## config.mk

```make
export PLATFORM = sky130hd
export DESIGN_NAME = alu_load_ctrl
export DESIGN_NICKNAME = d
export VERILOG_FILES = /design/src/rtl/alu_ctrl_pkg.sv /design/src/rtl/btn_edge_sync.sv /design/src/rtl/alu_load_ctrl.sv
export SDC_FILE = /design/constraint.sdc
export NUM_CORES = 1
export LEC_CHECK = 0
export CAP_MARGIN = 20
export CORE_UTILIZATION = 48
export DETAILED_ROUTE_END_ITERATION = 10
export PLACE_DENSITY = 0.83
export SYNTH_ARGS = -nofsm -noshare
export SYNTH_HDL_FRONTEND = slang
export SYNTH_HIERARCHICAL = 1
export SYNTH_SLANG_ARGS = --single-unit
export TNS_END_PERCENT = 50
```

## constraint.sdc

```tcl
create_clock -name clk -period 4.25 [get_ports clk]
set_input_delay 1.0625 -clock clk [delete_from_list [all_inputs] [get_ports clk]]
set_output_delay 1.0625 -clock clk [all_outputs]
set_load 0.1 [all_outputs]
```

## src/rtl/alu_ctrl_pkg.sv

```systemverilog
// Shared definitions for the ALU operand-load controller.
//   state_e      : FSM state encoding, also driven out on o_state
//   BTN_*        : bit index of each button within i_pulsador
//   OP_*         : ALU opcode constants (MIPS-style funct codes)
package alu_ctrl_pkg;

  typedef enum logic [2:0] {
    ST_LOAD_A  = 3'd0,
    ST_LOAD_B  = 3'd1,
    ST_LOAD_OP = 3'd2,
    ST_EXEC    = 3'd3,
    ST_SHOW    = 3'd4
  } state_e;

  localparam int unsigned BTN_A  = 0;
  localparam int unsigned BTN_B  = 1;
  localparam int unsigned BTN_OP = 2;

  localparam logic [5:0] OP_ADD = 6'b100000;
  localparam logic [5:0] OP_SUB = 6'b100010;
  localparam logic [5:0] OP_AND = 6'b100100;
  localparam logic [5:0] OP_OR  = 6'b100101;
  localparam logic [5:0] OP_XOR = 6'b100110;
  localparam logic [5:0] OP_NOR = 6'b100111;
  localparam logic [5:0] OP_SRA = 6'b000011;
  localparam logic [5:0] OP_SRL = 6'b000010;

endpackage

```

## src/rtl/btn_edge_sync.sv

```systemverilog
// One button conditioner: 2-flop synchronizer, optional debounce filter,
// rising-edge detector producing a single-cycle pulse per press.
//   clk      : rising-edge clock
//   reset    : asynchronous active-low reset
//   i_btn    : raw asynchronous button, active-high
//   o_pulse  : one-cycle pulse on each accepted press
// Macro ALU_LOAD_CTRL_DEBOUNCE_EN: when defined, the synchronized level must
// hold for DEBOUNCE_CYCLES consecutive cycles before the filtered level moves.
module btn_edge_sync #(
  parameter int unsigned DEBOUNCE_CYCLES = 16
) (
  input  logic clk,
  input  logic reset,
  input  logic i_btn,
  output logic o_pulse
);

  if (DEBOUNCE_CYCLES < 1) begin : g_cfg_check
    $error("btn_edge_sync: DEBOUNCE_CYCLES must be at least 1");
  end

  logic       sync1_q, sync1_d;
  logic       sync2_q, sync2_d;
  logic [1:0] fill_q, fill_d;
  logic       armed_q, armed_d;
  logic       lvl;
  logic       lvl_prev_q, lvl_prev_d;

  // fill_q marks when the synchronizer holds real samples instead of reset
  // zeros. Edges are only honoured once the button has been observed low, so
  // a button held through reset release never produces a pulse.
  always_comb begin
    sync1_d    = i_btn;
    sync2_d    = sync1_q;
    fill_d     = {fill_q[0], 1'b1};
    armed_d    = armed_q | (fill_q[1] & ~sync2_q);
    lvl_prev_d = lvl;
    o_pulse    = armed_q & lvl & ~lvl_prev_q;
  end

  always_ff @(posedge clk or negedge reset) begin
    if (!reset) begin
      sync1_q    <= 1'b0;
      sync2_q    <= 1'b0;
      fill_q     <= '0;
      armed_q    <= 1'b0;
      lvl_prev_q <= 1'b0;
    end else begin
      sync1_q    <= sync1_d;
      sync2_q    <= sync2_d;
      fill_q     <= fill_d;
      armed_q    <= armed_d;
      lvl_prev_q <= lvl_prev_d;
    end
  end

`ifdef ALU_LOAD_CTRL_DEBOUNCE_EN
  localparam int unsigned CW = $clog2(DEBOUNCE_CYCLES) + 1;

  logic          flt_q, flt_d;
  logic [CW-1:0] cnt_q, cnt_d;

  // Counter runs while the synchronized level disagrees with the filtered
  // level; any agreement restarts it.
  always_comb begin
    flt_d = flt_q;
    cnt_d = '0;
    if (sync2_q != flt_q) begin
      if (cnt_q == CW'(DEBOUNCE_CYCLES - 1)) begin
        flt_d = sync2_q;
      end else begin
        cnt_d = cnt_q + 1'b1;
      end
    end
  end

  always_ff @(posedge clk or negedge reset) begin
    if (!reset) begin
      flt_q <= 1'b0;
      cnt_q <= '0;
    end else begin
      flt_q <= flt_d;
      cnt_q <= cnt_d;
    end
  end

  assign lvl = flt_q;
`else
  assign lvl = sync2_q;
`endif

endmodule

```

## src/rtl/alu_load_ctrl.sv

```systemverilog
// Operand/opcode loader for a switch-and-button ALU front panel.
// Button A loads operand A, B loads operand B, OP loads the opcode and
// triggers a one-cycle EXEC that captures the external ALU result.
//   clk          : rising-edge clock
//   reset        : asynchronous active-low reset
//   i_switches   : operand / opcode source
//   i_pulsador   : raw buttons (bit0 = A, bit1 = B, bit2 = OP), active-high
//   i_alu_result : combinational ALU result for o_data_a/o_data_b/o_op
//   o_data_a/b   : latched operands
//   o_op         : latched opcode (passed through unchecked)
//   o_result     : captured ALU result
//   o_valid      : o_result belongs to the current operand set
//   o_state      : FSM state encoding for debug/LEDs
// Macro ALU_LOAD_CTRL_DEBOUNCE_EN: enables per-button debounce filtering.
module alu_load_ctrl
  import alu_ctrl_pkg::*;
#(
  parameter int unsigned BUS_WIDTH       = 16,
  parameter int unsigned OP_WIDTH        = 6,
  parameter int unsigned PUL_WIDTH       = 3,
  parameter int unsigned DEBOUNCE_CYCLES = 16
) (
  input  logic                 clk,
  input  logic                 reset,
  input  logic [BUS_WIDTH-1:0] i_switches,
  input  logic [PUL_WIDTH-1:0] i_pulsador,
  input  logic [BUS_WIDTH-1:0] i_alu_result,
  output logic [BUS_WIDTH-1:0] o_data_a,
  output logic [BUS_WIDTH-1:0] o_data_b,
  output logic [OP_WIDTH-1:0]  o_op,
  output logic [BUS_WIDTH-1:0] o_result,
  output logic                 o_valid,
  output logic [2:0]           o_state
);

  logic [PUL_WIDTH-1:0] pulse;

  for (genvar gi = 0; gi < PUL_WIDTH; gi++) begin : g_btn
    btn_edge_sync #(
      .DEBOUNCE_CYCLES(DEBOUNCE_CYCLES)
    ) u_btn (
      .clk    (clk),
      .reset  (reset),
      .i_btn  (i_pulsador[gi]),
      .o_pulse(pulse[gi])
    );
  end

  state_e               state_q, state_d;
  logic [BUS_WIDTH-1:0] data_a_q, data_a_d;
  logic [BUS_WIDTH-1:0] data_b_q, data_b_d;
  logic [OP_WIDTH-1:0]  op_q, op_d;
  logic [BUS_WIDTH-1:0] result_q, result_d;
  logic                 valid_q, valid_d;

  // A-press outside EXEC always (re)starts a sequence and wins over any
  // simultaneous press; otherwise only the press the state expects counts.
  always_comb begin
    state_d  = state_q;
    data_a_d = data_a_q;
    data_b_d = data_b_q;
    op_d     = op_q;
    result_d = result_q;
    valid_d  = valid_q;
    unique case (state_q)
      ST_EXEC: begin
        result_d = i_alu_result;
        valid_d  = 1'b1;
        state_d  = ST_SHOW;
      end
      default: begin
        if (pulse[BTN_A]) begin
          data_a_d = i_switches;
          valid_d  = 1'b0;
          state_d  = ST_LOAD_B;
        end else if (state_q == ST_LOAD_B && pulse[BTN_B]) begin
          data_b_d = i_switches;
          state_d  = ST_LOAD_OP;
        end else if (state_q == ST_LOAD_OP && pulse[BTN_OP]) begin
          op_d     = i_switches[OP_WIDTH-1:0];
          state_d  = ST_EXEC;
        end
      end
    endcase
  end

  always_ff @(posedge clk or negedge reset) begin
    if (!reset) begin
      state_q  <= ST_LOAD_A;
      data_a_q <= '0;
      data_b_q <= '0;
      op_q     <= '0;
      result_q <= '0;
      valid_q  <= 1'b0;
    end else begin
      state_q  <= state_d;
      data_a_q <= data_a_d;
      data_b_q <= data_b_d;
      op_q     <= op_d;
      result_q <= result_d;
      valid_q  <= valid_d;
    end
  end

  assign o_data_a = data_a_q;
  assign o_data_b = data_b_q;
  assign o_op     = op_q;
  assign o_result = result_q;
  assign o_valid  = valid_q;
  assign o_state  = state_q;

endmodule

```

Word level (Yosys, flattened, before mapping)
Index checks and enable logic that the tools add are counted.
Word-level totals
  register bits: 76
  output and inout port bits: 58
  input port bits: 37
Cells by class
  multiplexer cells: 6
  bitwise gates (word level): 21
  eq/ne operators: 3
  reductions and logical operators: 7
Operators by type and width (number)
  two-way mux 3 bit: 4
  bitwise AND 1 bit: 9
  inverter 1 bit: 9
  equality test 3 x 2 -> 1 bit, second input constant: 2
  AND reduction 4 bit: 1
  nonzero test 4 bit: 1
  equality test 3 x 1 -> 1 bit, second input constant: 1
  OR 1 bit: 3
  AND reduction 3 bit: 1
  logical AND 1 bit: 2
  two-way mux 1 bit: 2
  AND reduction 2 bit: 1
  nonzero test 2 bit: 1

Logic depth before layout (Yosys ltp)
  word-level depth: 7
  gate-level depth with buffers: 6
  gate-level depth less buffers: 5

By module
The synthesis kept the hierarchy.
Modules (own cells, without submodules)
  alu_load_ctrl: cells an instance 135, area each 2250.9 um2, instances 1, seq. area each 1451.4 um2
  btn_edge_sync: cells an instance 11, area each 172.7 um2, instances 3, seq. area each 150.1 um2

Worst setup path after synthesis
Ideal clock, no wire load.
  kind: register to register
  start point: reg state_q[0], in the netlist o_state[0]
  end point: reg data_b_q[10], in the netlist o_data_b[10]
  slack: 2.109 ns
  library setup time: 0.126 ns
  clock period less this slack: 2.141 ns
  arrival: 2.014 ns
  cell stages (with the launch flop): 5
  cell sequence: dfrtp_1 > nand2_2 > nor4_4 > buf_8 > mux2_4
On the way
  word-level cells in the longest chain between the ends: 3
  elaborated cells on any way between the ends: 5
  those cells by class: eq/ne: 2; bitwise: 1; reduce/logical: 2
Ends and longest elaborated chain
  start: declaration: RTL line alu_load_ctrl.sv:49  | state_e state_q, state_d;
  start signal: assignment: RTL line alu_load_ctrl.sv:96  | state_q <= state_d;
  equality test 3 x 1 -> 1 bit or equality test 3 x 2 -> 1 bit (tied branches): RTL line alu_load_ctrl.sv:76, alu_load_ctrl.sv:65
  logical AND 1 bit or inverter 1 bit (tied branches)
  AND reduction 3 bit (no line) *
  end signal: assignment: RTL line alu_load_ctrl.sv:98  | data_b_q <= data_b_d;
  end: declaration: RTL line alu_load_ctrl.sv:51  | logic [BUS_WIDTH-1:0] data_b_q, data_b_d;
Mark *: on every way between the ends. The rest lies on a longest branch, timed or not.
A chain may end at the register's enable or synchronous reset.

Final worst setup path
  start point: reg state_q[2], in the netlist o_state[2]
  end point: out o_state[2]
RTL lines
  end: declaration: RTL line alu_load_ctrl.sv:33  | output logic [2:0] o_state
No word-level cell between the ends.

==> metrics.txt <==
vias 1,673; # IOs 95; multi-input logic area 797 um^2; actual slew at the worst max-slew pin 0.991 ns; part of the cycle the worst path needs 71.8%; CP peak stage delay 1.19 ns; Synthesized Nets 205; most frequent cells in the layout clkdlybuf4s50_1, dfrtp_1, mux2_2, clkbuf_8, mux2_4; CTS Sinks 76; clk_lat worst skew 0.33 ns; DRT iter0 DRCs 50; CTS tree built; routed len/inst 15.1 um; Crit Path Max Fanout 6; CP Buf/Inv Count 1; total track usage 19.1%; initial antenna violation count 0; FMAX 328 MHz; ant diodes 0; Critical Path RT 3.19 ns; Arrival @ worst endpoint 1.99 ns; final clock skew 0.00656 ns; H-Tree Depth 3; Initial Util 50.0%; Finished Cell Area 3960 um^2; grt met1 use 24.6%; Synth Area in Compound Gates 1.90%; Critical-path top delay cell clkdlybuf4s50_1; pre-CTS setup slack 1.53 ns; CTS Buffer Depth 2; crit path kind flop to output port; crit-path leading delay family buffers and inverters; CP Cell Sequence clkdlybuf4s50_1; final hold slack 0.353 ns; RSZ-0062 raised after global routing no; fraction of layout cells with a size suffix above 1 26.3%; # fillers 388; count of different cell masters after synthesis 22; Synth warnings 6; slew margin rel. 33.7%; Synth Area in Simple Gates 3.30%; DR DRC count 0; setup violators final 0; DR vias/cell 4.84; Detailed Place HPWL 3.58 mm; CP Capture Type output port; clk slew on worst S/H paths 0.07 ns; register area share after synthesis 68.7%; met3 Usage GRT 4.94%; status complete, no violations; Die Area 6080 um^2; # hold bufs at CTS 0; IO Port Bufs 94; gp weighted congestion 0.638; die height 78.0 um; adder-cell share of the synthesized area 0%; Pins Over Slew Limit 0; post-route ant nets 0; register area 1900 um^2; commonest non-fill, non-tap cell in the layout clkdlybuf4s50_1; Routed WL 5.23 mm; met2 GRT Util 30.3%; mux cell area share after synthesis 23.2%; grt peak-use layer met2; total gr overflow 0; final worst path period need 3.05 ns; # Post-CTS Setup Buffers 0; XOR/XNOR Fraction of Synth Area 0%; Die Wd 78.0 um; largest family of logic cells by synthesized area multiplexers; Startpoint Class flop; final hold vios 0; area delta synth->final 42.9%; largest net degree at the start of global routing 77; final worst slack 1.20 ns; number of global-route vias before repair 1,773; global-route wire length before repair 8.67 mm; synthesis-stage register bit count 76; Max Cap Violations 0; core area 5540 um^2; Hold Path Class flop to flop; DR pass1 iterations 4; Post-DP Area 3760 um^2; cell count after synthesis 168; Core Rows 27; Netlist Area Pre-Place 2770 um^2; # nets final 306; synthesized area per cell 16.5 um^2; Root Driver clkbuf_8; setup TNS 0 ns; CTS Buf Count 9; PostCTS Resize Cnt 0
-- area by class of cell --
class,instances,share of cell area [%]
timing repair buffer,95,23.9
multi-input combinational,80,20.1
tap,72,2.28
clock inverter,1,0.759
clock buffer,15,4.20
inverter,7,0.664
sequential,76,48.1
-- path summary, 6_finish.rpt --
kind	from	cells past startpoint	endpoint	slack (ns)
worst min register to register	g_btn[1].u_btn/sync1_q$_DFF_PN0_	0	g_btn[1].u_btn/lvl$_DFF_PN0_	0.35
worst max register to register	o_state[2]$_DFFE_PN0P_	3	o_data_a[14]$_DFFE_PN0P_	1.84
worst max-delay path	o_state[2]$_DFFE_PN0P_	1	o_state[2]	1.20
max in group asynchronous	reset	1	o_result[5]$_DFFE_PN0P_	2.80
worst min-delay path	g_btn[1].u_btn/sync1_q$_DFF_PN0_	0	g_btn[1].u_btn/lvl$_DFF_PN0_	0.35
min in group asynchronous	reset	1	o_data_b[1]$_DFFE_PN0P_	0.87
-- registers in the layout (all words and copies together), names as in the netlist, 3 cells and up --
name,flops
o_state,3
g_btn.u_btn/lvl,3
o_data_a,16
g_btn.u_btn/fill_q,6
g_btn.u_btn/armed_q,3
g_btn.u_btn/sync1_q,3
o_data_b,16
o_result,16
o_op,6
g_btn.u_btn/lvl_prev_q,3
-- cells in the mapped netlist (all sizes together) --
| master | number | area (um^2) |
|---|---|---|
| mux2 | 54 | 642 |
| nor3 | 1 | 5.00 |
| o21ai | 2 | 10.0 |
| nand3b | 1 | 7.51 |
| nor4 | 1 | 21.3 |
| o22ai | 1 | 6.26 |
| nor2 | 4 | 15.0 |
| buf | 5 | 43.8 |
| inv | 7 | 26.3 |
| a21oi | 1 | 5.00 |
| and3b | 1 | 8.76 |
| dfrtp | 76 | 1900 |
| a31o | 1 | 8.76 |
| nand2 | 6 | 27.5 |
| a21o | 3 | 22.5 |
| conb | 3 | 11.3 |
| nor2b | 1 | 6.26 |
-- through the flow --
| stage | cells | util [%] |
|---|---|---|
| detailed placement | 330 | 67.9 |
| finish | 346 | 71.4 |
| CTS | 346 | 71.4 |
| global route | 346 | 71.4 |
| floorplan | 168 | - |
| global placement | 330 | 67.9 |
-- routing by layer --
metal	wire [um]	part of all wire [%]
met5	0	0
met4	71	1.4
met3	350	6.7
met2	2470	47
met1	2340	45
-- cell families (layout without fill, tap and decap cells) --
family                 after synthesis  in the layout
AOI/OAI and AO/OA                    8              8
buffers and inverters               12            118
muxes                               54             54
and+or+nand+nor                     15             15
DFF                                 76             76
other                                3              3
Power is left out: the tool's default activity adds up to more than one toggle a clock period on the data nets, which glitch-free logic cannot reach.
